[src/rtl/frog_spawn_pkg.sv]
// Shared types and helpers for the frog spawn scheduler.
package frog_spawn_pkg;

  typedef enum logic [1:0] {
    IDLE  = 2'd0,
    WAIT  = 2'd1,
    ARB   = 2'd2,
    GRANT = 2'd3
  } spawn_state_t;

  localparam logic [3:0] RAND_MIN = 4'd1;
  localparam logic [3:0] RAND_MAX = 4'd12;

  // Values outside the legal 1..12 range from random_1_12 fall back to 1.
  function automatic logic [3:0] clamp_random(input logic [3:0] r);
    if ((r >= RAND_MIN) && (r <= RAND_MAX)) begin
      return r;
    end
    return RAND_MIN;
  endfunction

endpackage

[src/rtl/spawn_rr_arbiter.sv]
// Combinational round-robin pick: first asserted request after rr_ptr_i,
// wrapping modulo NUM_REQ. Returns one-hot, index and an any-request flag.
module spawn_rr_arbiter #(
  parameter int NUM_REQ = 4
) (
  input  logic [NUM_REQ-1:0]         req_i,
  input  logic [$clog2(NUM_REQ)-1:0] rr_ptr_i,
  output logic [NUM_REQ-1:0]         gnt_onehot_o,
  output logic [$clog2(NUM_REQ)-1:0] gnt_idx_o,
  output logic                       any_req_o
);

  localparam int PTR_W = $clog2(NUM_REQ);

  assign any_req_o = |req_i;

  // Scan rr_ptr+1 .. rr_ptr+NUM_REQ; the first hit wins.
  always_comb begin
    int                 cand;
    logic [PTR_W-1:0]   cidx;
    logic               found;
    gnt_onehot_o = '0;
    gnt_idx_o    = '0;
    cand         = 0;
    cidx         = '0;
    found        = 1'b0;
    for (int i = 1; i <= NUM_REQ; i++) begin
      cand = (int'(rr_ptr_i) + i) % NUM_REQ;
      cidx = PTR_W'(cand);
      if (!found && req_i[cidx]) begin
        found              = 1'b1;
        gnt_onehot_o[cidx] = 1'b1;
        gnt_idx_o          = cidx;
      end
    end
  end

endmodule

[src/rtl/spawn_scheduler.sv]
// Frame-paced round-robin spawn scheduler. Every PERIOD_FRAMES frames one
// requester is granted together with a latched (clamped) random value.
// Handshake: grant/spawn_valid stay constant until the granted requester
// pulses its ack bit for one cycle; a grant not acked within ACK_TIMEOUT
// cycles is dropped and flagged with a one-cycle missed pulse.
module spawn_scheduler
  import frog_spawn_pkg::*;
#(
  parameter int NUM_REQ       = 4,
  parameter int PERIOD_FRAMES = 30,
  parameter int ACK_TIMEOUT   = 15
) (
  input  logic               clk,
  input  logic               resetN,
  input  logic               enable,
  input  logic               startOfFrame,
  input  logic [3:0]         random,
  input  logic [NUM_REQ-1:0] req,
  input  logic [NUM_REQ-1:0] ack,
  output logic [NUM_REQ-1:0] grant,
  output logic               spawn_valid,
  output logic [3:0]         spawn_value,
  output logic               missed,
  output logic [1:0]         state_o
);

  localparam int FC_W  = $clog2(PERIOD_FRAMES + 1);
  localparam int TO_W  = $clog2(ACK_TIMEOUT + 1);
  localparam int PTR_W = $clog2(NUM_REQ);

  spawn_state_t       state_q, state_d;
  logic [FC_W-1:0]    frame_cnt_q, frame_cnt_d;
  logic [TO_W-1:0]    timeout_cnt_q, timeout_cnt_d;
  logic [PTR_W-1:0]   rr_ptr_q, rr_ptr_d;
  logic [PTR_W-1:0]   gidx_q, gidx_d;
  logic [NUM_REQ-1:0] grant_q, grant_d;
  logic               spawn_valid_q, spawn_valid_d;
  logic [3:0]         spawn_value_q, spawn_value_d;
  logic               missed_q, missed_d;

  logic [NUM_REQ-1:0] arb_onehot;
  logic [PTR_W-1:0]   arb_idx;
  logic               arb_any;

  spawn_rr_arbiter #(.NUM_REQ(NUM_REQ)) u_arb (
    .req_i        (req),
    .rr_ptr_i     (rr_ptr_q),
    .gnt_onehot_o (arb_onehot),
    .gnt_idx_o    (arb_idx),
    .any_req_o    (arb_any)
  );

  // State and output registers with asynchronous active-low reset.
  always_ff @(posedge clk or negedge resetN) begin
    if (!resetN) begin
      state_q       <= IDLE;
      frame_cnt_q   <= '0;
      timeout_cnt_q <= '0;
      rr_ptr_q      <= PTR_W'(NUM_REQ - 1);
      gidx_q        <= '0;
      grant_q       <= '0;
      spawn_valid_q <= 1'b0;
      spawn_value_q <= RAND_MIN;
      missed_q      <= 1'b0;
    end else begin
      state_q       <= state_d;
      frame_cnt_q   <= frame_cnt_d;
      timeout_cnt_q <= timeout_cnt_d;
      rr_ptr_q      <= rr_ptr_d;
      gidx_q        <= gidx_d;
      grant_q       <= grant_d;
      spawn_valid_q <= spawn_valid_d;
      spawn_value_q <= spawn_value_d;
      missed_q      <= missed_d;
    end
  end

  // Next-state logic: frame pacing, arbitration, ack/timeout handling.
  always_comb begin
    state_d       = state_q;
    frame_cnt_d   = frame_cnt_q;
    timeout_cnt_d = timeout_cnt_q;
    rr_ptr_d      = rr_ptr_q;
    gidx_d        = gidx_q;
    grant_d       = grant_q;
    spawn_valid_d = spawn_valid_q;
    spawn_value_d = spawn_value_q;
    missed_d      = 1'b0;
    if (!enable) begin
      // rr_ptr survives a pause so fairness carries over.
      state_d       = IDLE;
      grant_d       = '0;
      spawn_valid_d = 1'b0;
      frame_cnt_d   = '0;
      timeout_cnt_d = '0;
    end else begin
      case (state_q)
        IDLE: begin
          state_d     = WAIT;
          frame_cnt_d = '0;
        end
        WAIT: begin
          if (startOfFrame) begin
            if (frame_cnt_q == FC_W'(PERIOD_FRAMES - 1)) begin
              state_d     = ARB;
              frame_cnt_d = '0;
            end else begin
              frame_cnt_d = frame_cnt_q + 1'b1;
            end
          end
        end
        ARB: begin
          // With no requests the opportunity is held here, not lost.
          if (arb_any) begin
            grant_d       = arb_onehot;
            gidx_d        = arb_idx;
            spawn_valid_d = 1'b1;
            spawn_value_d = clamp_random(random);
            timeout_cnt_d = '0;
            state_d       = GRANT;
          end
        end
        GRANT: begin
          if (|(ack & grant_q)) begin
            grant_d       = '0;
            spawn_valid_d = 1'b0;
            rr_ptr_d      = gidx_q;
            timeout_cnt_d = '0;
            state_d       = WAIT;
          end else if (timeout_cnt_q == TO_W'(ACK_TIMEOUT - 1)) begin
            // Advance the pointer anyway so a stuck requester cannot starve others.
            grant_d       = '0;
            spawn_valid_d = 1'b0;
            rr_ptr_d      = gidx_q;
            timeout_cnt_d = '0;
            missed_d      = 1'b1;
            state_d       = WAIT;
          end else begin
            timeout_cnt_d = timeout_cnt_q + 1'b1;
          end
        end
        default: state_d = IDLE;
      endcase
    end
  end

  assign grant       = grant_q;
  assign spawn_valid = spawn_valid_q;
  assign spawn_value = spawn_value_q;
  assign missed      = missed_q;
  assign state_o     = state_q;

endmodule

[config.mk]
export PLATFORM = sky130hd
export DESIGN_NAME = spawn_scheduler
export DESIGN_NICKNAME = d
export VERILOG_FILES = /design/src/rtl/frog_spawn_pkg.sv /design/src/rtl/spawn_rr_arbiter.sv /design/src/rtl/spawn_scheduler.sv
export SDC_FILE = /design/constraint.sdc
export NUM_CORES = 1
export LEC_CHECK = 0
export CAP_MARGIN = 20
export CORE_MARGIN = 2
export CORE_UTILIZATION = 35
export DETAILED_ROUTE_END_ITERATION = 8
export GPL_ROUTABILITY_DRIVEN = 0
export SKIP_CTS_REPAIR_TIMING = 1
export SLEW_MARGIN = 20
export SYNTH_ARGS = -nofsm -noshare
export SYNTH_HDL_FRONTEND = slang
export SYNTH_SLANG_ARGS = --single-unit
[constraint.sdc]
create_clock -name clk -period 3.26 [get_ports clk]
set_input_delay 0.652 -clock clk [delete_from_list [all_inputs] [get_ports clk]]
set_output_delay 0.652 -clock clk [all_outputs]
set_load 0.05 [all_outputs]
# Word level (Yosys, flattened, before mapping)
# Cells that the tools add are included.
# classes
add_sub_neg,6
order_cmp,10
eq_ne,11
n_mux,65
n_bitwise,4
n_reduce_logical,21
# ops
operator,count
$mux W4,14
$mux W2,12
$mux W1,23
$pmux W4 S2,2
$mux W5,3
$lt A2 B3 Y1 const B,4
$or A4 B4 Y4,3
$pmux W5 S2,1
$ne A3 B3 Y1 const B,3
$reduce_and A3 Y1,3
$bmux W1 S2,4
$demux W1 S2,4
$ge A2 B1 Y1 const B,4
$logic_and A1 B1 Y1,8
$pmux W2 S4,1
$reduce_or A4 Y1,2
$ne A3 B1 Y1 const B,2
$add A5 B1 Y5 const B,1
$eq A5 B5 Y1 const B,1
$add A2 B1 Y2 const B,2
$add A2 B2 Y2 const B,2
$add A4 B1 Y4 const B,1
$and A4 B4 Y4,1
$eq A2 B2 Y1 const B,2
11 further kinds,14
# word_totals
ff_bits,25
out_inout_bits,12
elab_cells,126

# Logic depth before layout (Yosys ltp)
# Gate-level depths: netlist of the first run.
# depth
ltp_word,16
depth_mapped,8
ltp_nobuf,6

# By module
# From an unflattened synthesis of the first run, not the netlist that was laid out.
# hier_totals
hier_cells,207
hier_area_um2,1921.8
# by_module_without_submodules
module,n_inst,cells_per_inst,area_each_um2,seq_area_each_um2
spawn_scheduler,1,125,1291.2,629.4
spawn_rr_arbiter,1,82,630.6,0.0

# Worst setup path before layout of the first run
# Ideal clock, no wire load.
# synth_path
path_kind,register to register
from,register rr_ptr_q[0]
to,"register grant_q[0], in the netlist grant[0]"
setup_ns,0.126
arrival_ns,2.285
required_time_ns,3.134
setup_slack_ns,0.849
path_stages_with_launch,8
path_buffers,2
path_cell_list,dfstp_2 > buf_6 > clkbuf_1 > inv_1 > ha_1 > mux2_2 > o21a_1 > a221o_1
# synth_via
elab_chain_len,16
word_cells_on_any_way,51
classes_between,add/sub (4); order compare (8); mux (26); bitwise (3); reduce/logical (10)
# synth_lines
element,line_no,text
"start, declared",spawn_scheduler.sv:34,"logic [PTR_W-1:0] rr_ptr_q, rr_ptr_d;"
"start signal, assigned",spawn_scheduler.sv:59,rr_ptr_q <= PTR_W'(NUM_REQ - 1);
"start signal, assigned",spawn_scheduler.sv:69,rr_ptr_q <= rr_ptr_d;
"parallel branches: the longest is 12 deep, another holds $lt A2 B3 Y1",--,
$mux W4 *,spawn_rr_arbiter.sv:30,if (!found && req_i[cidx]) begin
$mux W4 *,spawn_scheduler.sv:114,if (arb_any) begin
$pmux W4 S2 *,spawn_scheduler.sv:97,case (state_q)
$mux W4 *,spawn_scheduler.sv:89,if (!enable) begin
"end signal, assigned",spawn_scheduler.sv:71,grant_q <= grant_d;
"end, declared",spawn_scheduler.sv:36,"logic [NUM_REQ-1:0] grant_q, grant_d;"
# Every way passes the cells marked *. The select of a mux whose other input is x is not followed.
# A chain may end at the register's enable or synchronous reset.

# Worst setup path after layout of the first run
# Same ends and word-level chain as after synthesis.

==> results.txt, run 1 <==
status: finished, final reports clean
CP Data Required Time: 3430 ps
cell count after placement: 288
combinational cell fraction of total power: 54.3%
All-Layer GR Usage: 13.6%
H-tree depth: 1
# fillers: 545
Unique masters post-synth: 45
Crit path arrival time: 2590 ps
Worst Skew: 1.83 ps
Max-Cap Viols: 0
Rows: 26
Pins Over Slew Limit: 0
grt met2 use: 22.5%
CTS Buf Count: 3
clk buf depth: 2
Post-Layout Cell Count: 292
top cell type's share of synthesized area: 30.0%
Seq/Total Area, Yosys: 34.3%
crit share post-route: 74.5%
CTS tree: built
die area: 5840 um^2
number of port buffers: 27
I/O Pins: 28
most common cell after layout, fill and taps aside: clkdlybuf4s50_1
Synth area leaders: dfrtp_1 30%, ha_1 11%, dfstp_2 4.3%
chip height: 76.4 um
HP Start: spawn_value[3]$_DFFE_PN0P_
Post-layout nets: 255
die width: 76.4 um
unrepaired setup endpoints after global routing: no
Worst-path clk slew: 90 ps
worst r2r src: rr_ptr_q[0]$_DFFE_PN1P_
P_leak: 0.905 nW
FFs w/ async S/R, synth: 100%
Starting Density: 36.2%
Synth Cell Area: 1840 um^2
FF+latch count, synth: 25
crit-path max FO: 21
Yosys top cell by area: dfrtp_1
pwr/cell area: 679 nW/um^2
drt first pass iters: 4
FF/Latch Area: 629 um^2
Yosys warning count: 0
CP startpoint: rr_ptr_q[0]$_DFFE_PN1P_
Clk network pwr share: 12.7%
total wire length: 3.79 mm
DRC viols: 0
initial antenna violation count: 0
CTS Root Cell: clkbuf_8
relative slew slack: 60.2%
final hold viol count: 0
Setup CP Type: register to register
area growth from synthesis to layout: 20.4%
clk sinks: 25
commonest cells after routing, fill and taps aside: 27 x clkdlybuf4s50_1, 22 x dfrtp_1, 19 x nand2_1, 16 x ha_1, 14 x o21ai_0
vias: 1500
Avg Cell Area, Syn: 9.32 um^2
switch share: 45.5%
share of post-route cells with drive strength above 1: 7.66%
vias per cell: 5.14
Synth Flop Type: dfrtp_1
# diodes: 0
Routed wire per std cell: 13.0 um
Core ar.: 5070 um^2
post-synthesis net count: 229
area occupied by multi-input gates: 1120 um^2
actual slew at the worst max-slew pin: 593 ps
DP HPWL: 2.84 mm
min Tclk post-route: 2430 ps
met1 usage: 18.0%
most used routing layer: met2
setup TNS: 0 ps
Clk Latency, worst-skew pair: 270 ps
1st-iter DRT viols: 48
met3 Use GR: 2.25%
vias in the first global route: 1440
Cell Int Power: 0.819 mW
Antenna Violating Nets Remaining: 0
final setup fails: 0
sw power: 0.683 mW
PnR Total Power: 1.50 mW
synthesized instance count: 197
largest net degree at the start of global routing: 26
gr ovfl total: 0
sequential share of power: 33.0%
wire length of the first global-routing pass: 6.54 mm
VDD IR-drop max: 0.000234 V
crit start category: register
number of synthesized flops with an enable pin: 0
WHS: 480 ps
crit end category: register
Max Fclk: 412 MHz
Hold Path Class: register to register
-- area by class of cell --
| type | instances | area share [%] |
|---|---|---|
| inverter | 8 | 1.36 |
| timing repair buffer | 30 | 13.2 |
| tap | 70 | 3.96 |
| clock inverter | 1 | 0.340 |
| multi-input combinational | 155 | 50.8 |
| clock buffer | 3 | 1.87 |
| sequential | 25 | 28.5 |
-- kinds of logic (layout without fill, tap and decap cells) --
| family | after synthesis | count (layout) | share of synthesized area, % |
|---|---|---|---|
| compound gates | 58 | 58 | 21.3 |
| fa+ha+maj | 16 | 16 | 10.9 |
| buf+inv | 17 | 42 | 4.63 |
| flops | 25 | 25 | 34.3 |
| mux | 13 | 13 | 8.72 |
| simple gates | 68 | 68 | 20.2 |
-- worst paths after layout --
path | to | slack (ps) | depth (start not counted)
setup / recovery | grant[0]$_DFFE_PN0P_ | 830 | 5
setup reg to reg | grant[0]$_DFFE_PN0P_ | 830 | 5
hold reg to reg | spawn_value[3]$_DFFE_PN0P_ | 480 | 2
max in group asynchronous | rr_ptr_q[1]$_DFFE_PN1P_ | 2240 | 2
hold / removal | spawn_value[3]$_DFFE_PN0P_ | 480 | 2
min in group asynchronous | frame_cnt_q[3]$_DFFE_PN0P_ | 730 | 2
-- cells in the mapped netlist, types with 3 or more instances --
master    count
and3_1        3
nor3_1        5
nor2b_1       7
a221o_1       5
a21boi_0      4
o21ai_1       3
nand3_1      10
mux2i_1       7
o21ai_0      14
a22oi_1       3
o22ai_1       3
dfstp_2       3
mux2_2        4
nand4_1       3
o21a_1        5
inv_1         8
a21oi_1       8
nor3b_1       3
nand2b_1      4
clkbuf_1      4
nor2_1        6
dfrtp_1      22
nand2_1      19
ha_1         16
-- metal layers --
metal,vias up,part of all wire [%],wire (um)
li1,778,-,-
met1,699,50,1890
met2,19,46,1730
met3,4,3.0,112
met4,0,1.5,57
met5,-,0,0
-- registers in the layout, indices dropped and copies added, names as in the netlist --
name and count:
state_o 2, timeout_cnt_q 4, spawn_valid 1, gidx_q 2
missed 1, rr_ptr_q 2, frame_cnt_q 5, spawn_value 4
grant 4
-- critical path, cell delays in order, from the launching register on --
cell	delay, ps
dfstp_2	790
inv_1	160
ha_1	390
mux2_2	450
o21a_1	210
a221o_1	310
-- stage by stage --
step | cell area [um^2] | util, % | setup WS [ps]
detailed placement | 2160 | 42.6 | 642
floorplan | 1840 | - | 849
global route | 2210 | 43.6 | 666
CTS | 2210 | 43.6 | 814
finish | 2210 | 43.6 | 832
global placement | 2160 | 42.6 | 681
-- power groups by stage --
stage,combinational (mW),sequential [mW],clock (mW)
floorplan,0.495,0.609,0
CTS,0.822,0.497,0.201
detailed placement,0.820,0.503,0
global placement,0.816,0.503,0
global route,0.900,0.515,0.217
finish,0.815,0.496,0.191
Note: power is estimated with default switching activity, not from simulation.
==> inputs of run 2 (changes only) <==
==> constraint.sdc (replaced) <==
create_clock -name clk -period 2.39 [get_ports clk]
set_input_delay 0.478 -clock clk [delete_from_list [all_inputs] [get_ports clk]]
set_output_delay 0.478 -clock clk [all_outputs]
set_load 0.05 [all_outputs]
==> run 2 against run 1 <==
  * First-iteration DRC count rose by 21%
  * Non-clock buffer count rose by 10
  * Die area unchanged
  * Highest routed layer unchanged
  * Routed wire length increased by 2.5%
  * Final cell count grew 3.4%
  * Worst setup slack worse by 530 ps
  * Utilization increased by 1.4 points
  * Maximum frequency is 16% higher
  * Critical path depth stayed put
  * Total power up 37%
  * Final area grew 3.2%
==> results.txt, run 2 (synthesized netlist as in run 1, its figures left out) <==
clk sinks: 25 (unchanged)
Clk Latency, worst-skew pair: 260 ps (about the same)
crit path buf inv count: 1 (unchanged)
Worst Skew: 1.09 ps (-0.742 ps)
Antenna Violating Nets Remaining: 0 (unchanged)
most common cell after layout, fill and taps aside: clkdlybuf4s50_1
largest net degree at the start of global routing: 26 (unchanged)
Starting Density: 36.2% (unchanged)
Post-Layout Cell Count: 302 (+3.4%)
CTS Root Cell: clkbuf_8
Hold Path Class: register to register
Worst-path clk slew: 80 ps (about the same)
Cell Int Power: 1.14 mW (+40%)
final worst slack: 306 ps (-526 ps)
CP delay by family, top: multiplexers
crit end category: register
actual slew at the worst max-slew pin: 504 ps (-88.7 ps)
Worst path slowest cell: mux4_2
status: finished, final reports clean
chip height: 76.4 um (unchanged)
DP HPWL: 2.99 mm (+5.3%)
1st-iter DRT viols: 58 (+21%)
switch share: 44.6% (-0.93 points)
FF/Latch Area: 629 um^2 (unchanged)
vias per cell: 5.13 (-0.15%)
setup TNS: 0 ps (unchanged)
combinational cell fraction of total power: 59.1% (+4.8 points)
die area: 5840 um^2 (unchanged)
Hold Crit Depth: 2 (unchanged)
sequential share of power: 29.2% (-3.8 points)
DRC viols: 0 (unchanged)
drt first pass iters: 4 (unchanged)
reg2reg setup slack: 310 ps (-530 ps)
max FFs per register: 5 (unchanged)
number of port buffers: 27 (unchanged)
Clk network pwr share: 11.7% (-1.0 points)
unrepaired setup endpoints after global routing: no
Rows: 26 (unchanged)
H-tree depth: 1 (unchanged)
Pins Over Slew Limit: 0 (unchanged)
gr ovfl total: 0 (unchanged)
WHS: 470 ps (-9.89 ps)
min Tclk post-route: 2080 ps (-344 ps)
vias: 1549 (+3.3%)
crit share post-route: 87.2% (+13 points)
final core occ: 45.0% (+1.4 points)
commonest cells after routing, fill and taps aside: 27 x clkdlybuf4s50_1, 22 x dfrtp_1, 19 x nand2_1, 16 x ha_1, 14 x o21ai_0
VDD IR-drop max: 0.000325 V (+39%)
I/O Pins: 28 (unchanged)
PnR Total Power: 2.06 mW (+37%)
worst r2r path cells: 5 (unchanged)
CTS Buf Count: 3 (unchanged)
die width: 76.4 um (unchanged)
design area: 2280 um^2 (+3.2%)
CP Cell Sequence: buf_4 -> mux4_2 -> a21oi_1 -> o21ai_1 -> a221o_1
Most flops, register: frame_cnt_q
Setup CP Type: register to register
CP Data Required Time: 2540 ps (-890 ps)
area occupied by multi-input gates: 1120 um^2 (unchanged)
P_leak: 0.955 nW (+5.5%)
final hold viol count: 0 (unchanged)
Routed wire per std cell: 12.9 um (-0.86%)
Crit path arrival time: 2230 ps (-360 ps)
crit start category: register
Stages on worst setup path: 5 (unchanged)
cell count after placement: 298 (+3.5%)
vias in the first global route: 1459 (+1.3%)
relative slew slack: 66.3% (+6.1 points)
Core ar.: 5070 um^2 (unchanged)
All-Layer GR Usage: 13.9% (+0.24 points)
final setup fails: 0 (unchanged)
total wire length: 3.89 mm (+2.5%)
# fillers: 529 (-2.9%)
slowest cell delay on critical path: 650 ps (-140 ps)
# diodes: 0 (unchanged)
Max Fclk: 480 MHz (+16%)
sw power: 0.919 mW (+35%)
initial antenna violation count: 0 (unchanged)
Max-Cap Viols: 0 (unchanged)
placed cell area: 2240 um^2 (+3.5%)
share of post-route cells with drive strength above 1: 11.2% (+3.5 points)
area growth from synthesis to layout: 24.3%
CTS tree: built
pwr/cell area: 904 nW/um^2 (+33%)
clk buf depth: 2 (unchanged)
wire length of the first global-routing pass: 6.79 mm (+3.8%)
crit-path max FO: 20 (-4.8%)
pre-CTS setup slack: 41.8 ps (-600 ps)
Post-layout nets: 265 (+3.9%)
run 2: cell count changes in the layout (fill, tap and decap cells not counted), sizes merged:
| cell | change |
|---|---|
| clkinvlp | -1 |
| clkbuf | +1 |
| buf | +10 |
run 2: power groups by stage:
stage	Sequential (mW)	Combinational, mW	Clock (mW)
global route	0.619	1.34	0.275
finish	0.602	1.22	0.242
floorplan	0.830	0.677	0
CTS	0.604	1.23	0.257
detailed placement	0.613	1.22	0
global placement	0.610	1.22	0
run 2: final cells by class:
type                            count  area share, %
Multi-Input combinational cell    155           49.2
Sequential cell                    25           27.6
Timing Repair Buffer               40           16.1
Tap cell                           70           3.84
Clock buffer                        4           1.97
Inverter                            8           1.32
run 2: final timing paths:
path | start | to
setup / recovery | rr_ptr_q[0]$_DFFE_PN1P_ | grant[1]$_DFFE_PN0P_
hold / removal | spawn_value[2]$_DFFE_PN0P_ | spawn_value[2]$_DFFE_PN0P_
setup reg to reg | rr_ptr_q[0]$_DFFE_PN1P_ | grant[1]$_DFFE_PN0P_
hold reg to reg | spawn_value[2]$_DFFE_PN0P_ | spawn_value[2]$_DFFE_PN0P_
max in group asynchronous | resetN | rr_ptr_q[0]$_DFFE_PN1P_
min in group asynchronous | resetN | frame_cnt_q[4]$_DFFE_PN0P_
run 2: worst reg2reg max path: cells and delay by family, from the launching register on:
family          cells  cell delay, ps
buf+inv             1             240
mux                 1             660
compound gates      3             550
flops               1             530
run 2: routing by layer:
metal / up-vias / routed length, um / GRT usage (%)
met5: - / 0 / 0
met4: 0 / 23 / 3.09
met3: 2 / 83 / 2.37
met2: 21 / 1850 / 23.9
met1: 733 / 1940 / 18.2
li1: 793 / - / -
==> inputs of run 3 (changes only) <==
--- a/config.mk
+++ b/config.mk
@@ -9,6 +9,7 @@
 export CORE_MARGIN = 2
 export CORE_UTILIZATION = 35
 export DETAILED_ROUTE_END_ITERATION = 8
+export DONT_BUFFER_PORTS = 1
 export GPL_ROUTABILITY_DRIVEN = 0
 export SKIP_CTS_REPAIR_TIMING = 1
 export SLEW_MARGIN = 20
==> constraint.sdc (replaced) <==
create_clock -name clk -period 1.7 [get_ports clk]
set_input_delay 0.34 -clock clk [delete_from_list [all_inputs] [get_ports clk]]
set_output_delay 0.34 -clock clk [all_outputs]
set_load 0.05 [all_outputs]
==> run 3 against run 2 <==
  * The run now ends with setup timing left
  * Sequential share of layout area grew 0.56 points
  * Utilization shrank 0.71 points
  * Total power grew 53%
  * Critical path depth grew 1
  * Critical path type unchanged
  * Largest power group unchanged
==> results.txt, run 3 (synthesized netlist as in run 1, its figures left out) <==
crit start category: register
chip height: 76.4 um (unchanged)
die width: 76.4 um (unchanged)
design area: 2250 um^2 (-1.6%)
All-Layer GR Usage: 14.9% (+1.0 points)
Core ar.: 5070 um^2 (unchanged)
clk buf depth: 2 (unchanged)
Hold Crit Depth: 2 (unchanged)
I/O Pins: 28 (unchanged)
HP Start: random[1]
crit-path max FO: 7 (-65%)
Hold Path Class: input port to register
Worst-path clk slew: 90 ps (about the same)
# diodes: 0 (unchanged)
vias in the first global route: 1463 (+0.27%)
FF/Latch Area: 632 um^2 (+0.40%)
reg-to-reg endpoint: grant[2]$_DFFE_PN0P_
1st-iter DRT viols: 85 (+47%)
clk sinks: 25 (unchanged)
CTS Root Cell: clkbuf_8
Crit path arrival time: 2150 ps (-80 ps)
Post-layout nets: 261 (-1.5%)
crit share post-route: 117% (+30 points)
H-tree depth: 1 (unchanged)
area growth from synthesis to layout: 22.3%
die area: 5840 um^2 (unchanged)
Pins Over Slew Limit: 0 (unchanged)
Clk Latency, worst-skew pair: 270 ps (about the same)
DP HPWL: 3.07 mm (+2.9%)
unrepaired setup endpoints after global routing: yes
reg2reg setup slack: -290 ps (-590 ps)
Max-Cap Viols: 0 (unchanged)
worst r2r src: rr_ptr_q[0]$_DFFE_PN1P_
CTS Buf Count: 3 (unchanged)
CP Data Required Time: 1860 ps (-680 ps)
VDD IR-drop max: 0.000518 V (+59%)
Setup CP Type: register to register
setup TNS: -1500 ps (-1500 ps)
Antenna Violating Nets Remaining: 0 (unchanged)
relative slew slack: 68.0% (+1.7 points)
Starting Density: 36.2% (unchanged)
gr ovfl total: 0 (unchanged)
pwr/cell area: 1400 nW/um^2 (+55%)
Worst Skew: 6.31 ps (+5.22 ps)
Rows: 26 (unchanged)
area occupied by multi-input gates: 1160 um^2 (+3.5%)
vias: 1568 (+1.2%)
wire length of the first global-routing pass: 7.11 mm (+4.7%)
actual slew at the worst max-slew pin: 480 ps (-24.3 ps)
CP Cell Sequence: inv_6 -> ha_4 -> mux4_2 -> a21oi_1 -> o21ai_1 -> a221o_1
failing checks: setup timing
worst r2r path cells: 6 (+1)
max FFs per register: 5 (unchanged)
min Tclk post-route: 1990 ps (-95.1 ps)
vias per cell: 5.26 (+2.6%)
share of post-route cells with drive strength above 1: 25.4% (+14 points)
final worst slack: -289 ps (-595 ps)
final setup fails: 6 (+6)
commonest cells after routing, fill and taps aside: 34 x buf_4, 20 x dfrtp_1, 19 x nand2_1, 14 x ha_1, 13 x o21ai_0
final hold viol count: 0 (unchanged)
total wire length: 4.15 mm (+6.7%)
most common cell after layout, fill and taps aside: buf_4
Max Fclk: 503 MHz (+4.8%)
WHS Endpoint: spawn_value[1]$_DFFE_PN0P_
slowest cell delay on critical path: 650 ps (about the same)
DRC viols: 0 (unchanged)
crit end category: register
placed cell area: 2120 um^2 (-5.0%)
pre-CTS setup slack: -249 ps (-291 ps)
P_leak: 0.975 nW (+2.0%)
PnR Total Power: 3.15 mW (+53%)
status: finished with violations
CTS tree: built
number of port buffers: 0 (-100%)
largest net degree at the start of global routing: 26 (unchanged)
# fillers: 519 (-1.9%)
Most flops, register: frame_cnt_q
Routed wire per std cell: 13.9 um (+8.1%)
initial antenna violation count: 0 (unchanged)
Worst path slowest cell: dfstp_2
drt first pass iters: 4 (unchanged)
==> run 3: cell types whose count changed in the layout (fill, tap and decap cells not counted), sizes merged <==
| cell | previous run | this run |
|---|---|---|
| clkdlybuf4s50 | 27 | 0 |
| buf | 13 | 35 |
| dlygate4sd3 | 0 | 1 |
==> run 3: worst max path at each step <==
stage	slack, ps	cells past startpoint	startpoint	end
3_5_place_dp	-250	6	rr_ptr_q[0]$_DFFE_PN1P_	grant[1]$_DFFE_PN0P_
4_1_cts	-270	6	rr_ptr_q[0]$_DFFE_PN1P_	grant[2]$_DFFE_PN0P_
5_1_grt	-390	6	rr_ptr_q[0]$_DFFE_PN1P_	grant[0]$_DFFE_PN0P_
6_report	-290	6	rr_ptr_q[0]$_DFFE_PN1P_	grant[2]$_DFFE_PN0P_
3_3_place_gp	-220	6	rr_ptr_q[0]$_DFFE_PN1P_	grant[1]$_DFFE_PN0P_
2_1_floorplan	-400	8	rr_ptr_q[0]$_DFFE_PN1P_	grant[0]$_DFFE_PN0P_
==> run 3: final cells by class <==
type | count | share of cell area, %
Multi-Input combinational cell | 155 | 51.7
Sequential cell | 25 | 28.1
Timing Repair Buffer | 36 | 12.7
Tap cell | 70 | 3.90
Clock buffer | 4 | 2.01
Inverter | 8 | 1.56
==> run 3: through the flow <==
stage               std cells  hold slack, ps  util (%)
floorplan                 197            44.4         -
global placement          288            45.2      41.9
detailed placement        288            45.1      41.9
CTS                       292            -260      42.8
global route              298             201      44.3
finish                    298             189      44.3
==> run 3: report_power, final <==
part | leakage, nW | switching, mW | internal, mW
registers | 0.325 | 0.286 | 0.759
logic | 0.627 | 0.905 | 0.842
clock network | 0.0228 | 0.189 | 0.168
total | 0.975 | 1.38 | 1.77
==> run 3: per-layer routing <==
metal  vias to the layer above  part of all wire (%)  global-route usage (%)
met4                         0                   1.2                    4.36
met3                         4                   5.4                    4.27
li1                        787                     -                       -
met5                         -                     0                       0
met2                        42                    44                    21.9
met1                       735                    49                    21.1
==> run 3: worst max-delay path: cells and delay by family, from the launching register on <==
family | cells | cell delay, ps
compound gates | 3 | 530
fa+ha+maj | 1 | 280
buf+inv | 1 | 50
flops | 1 | 650
mux | 1 | 370
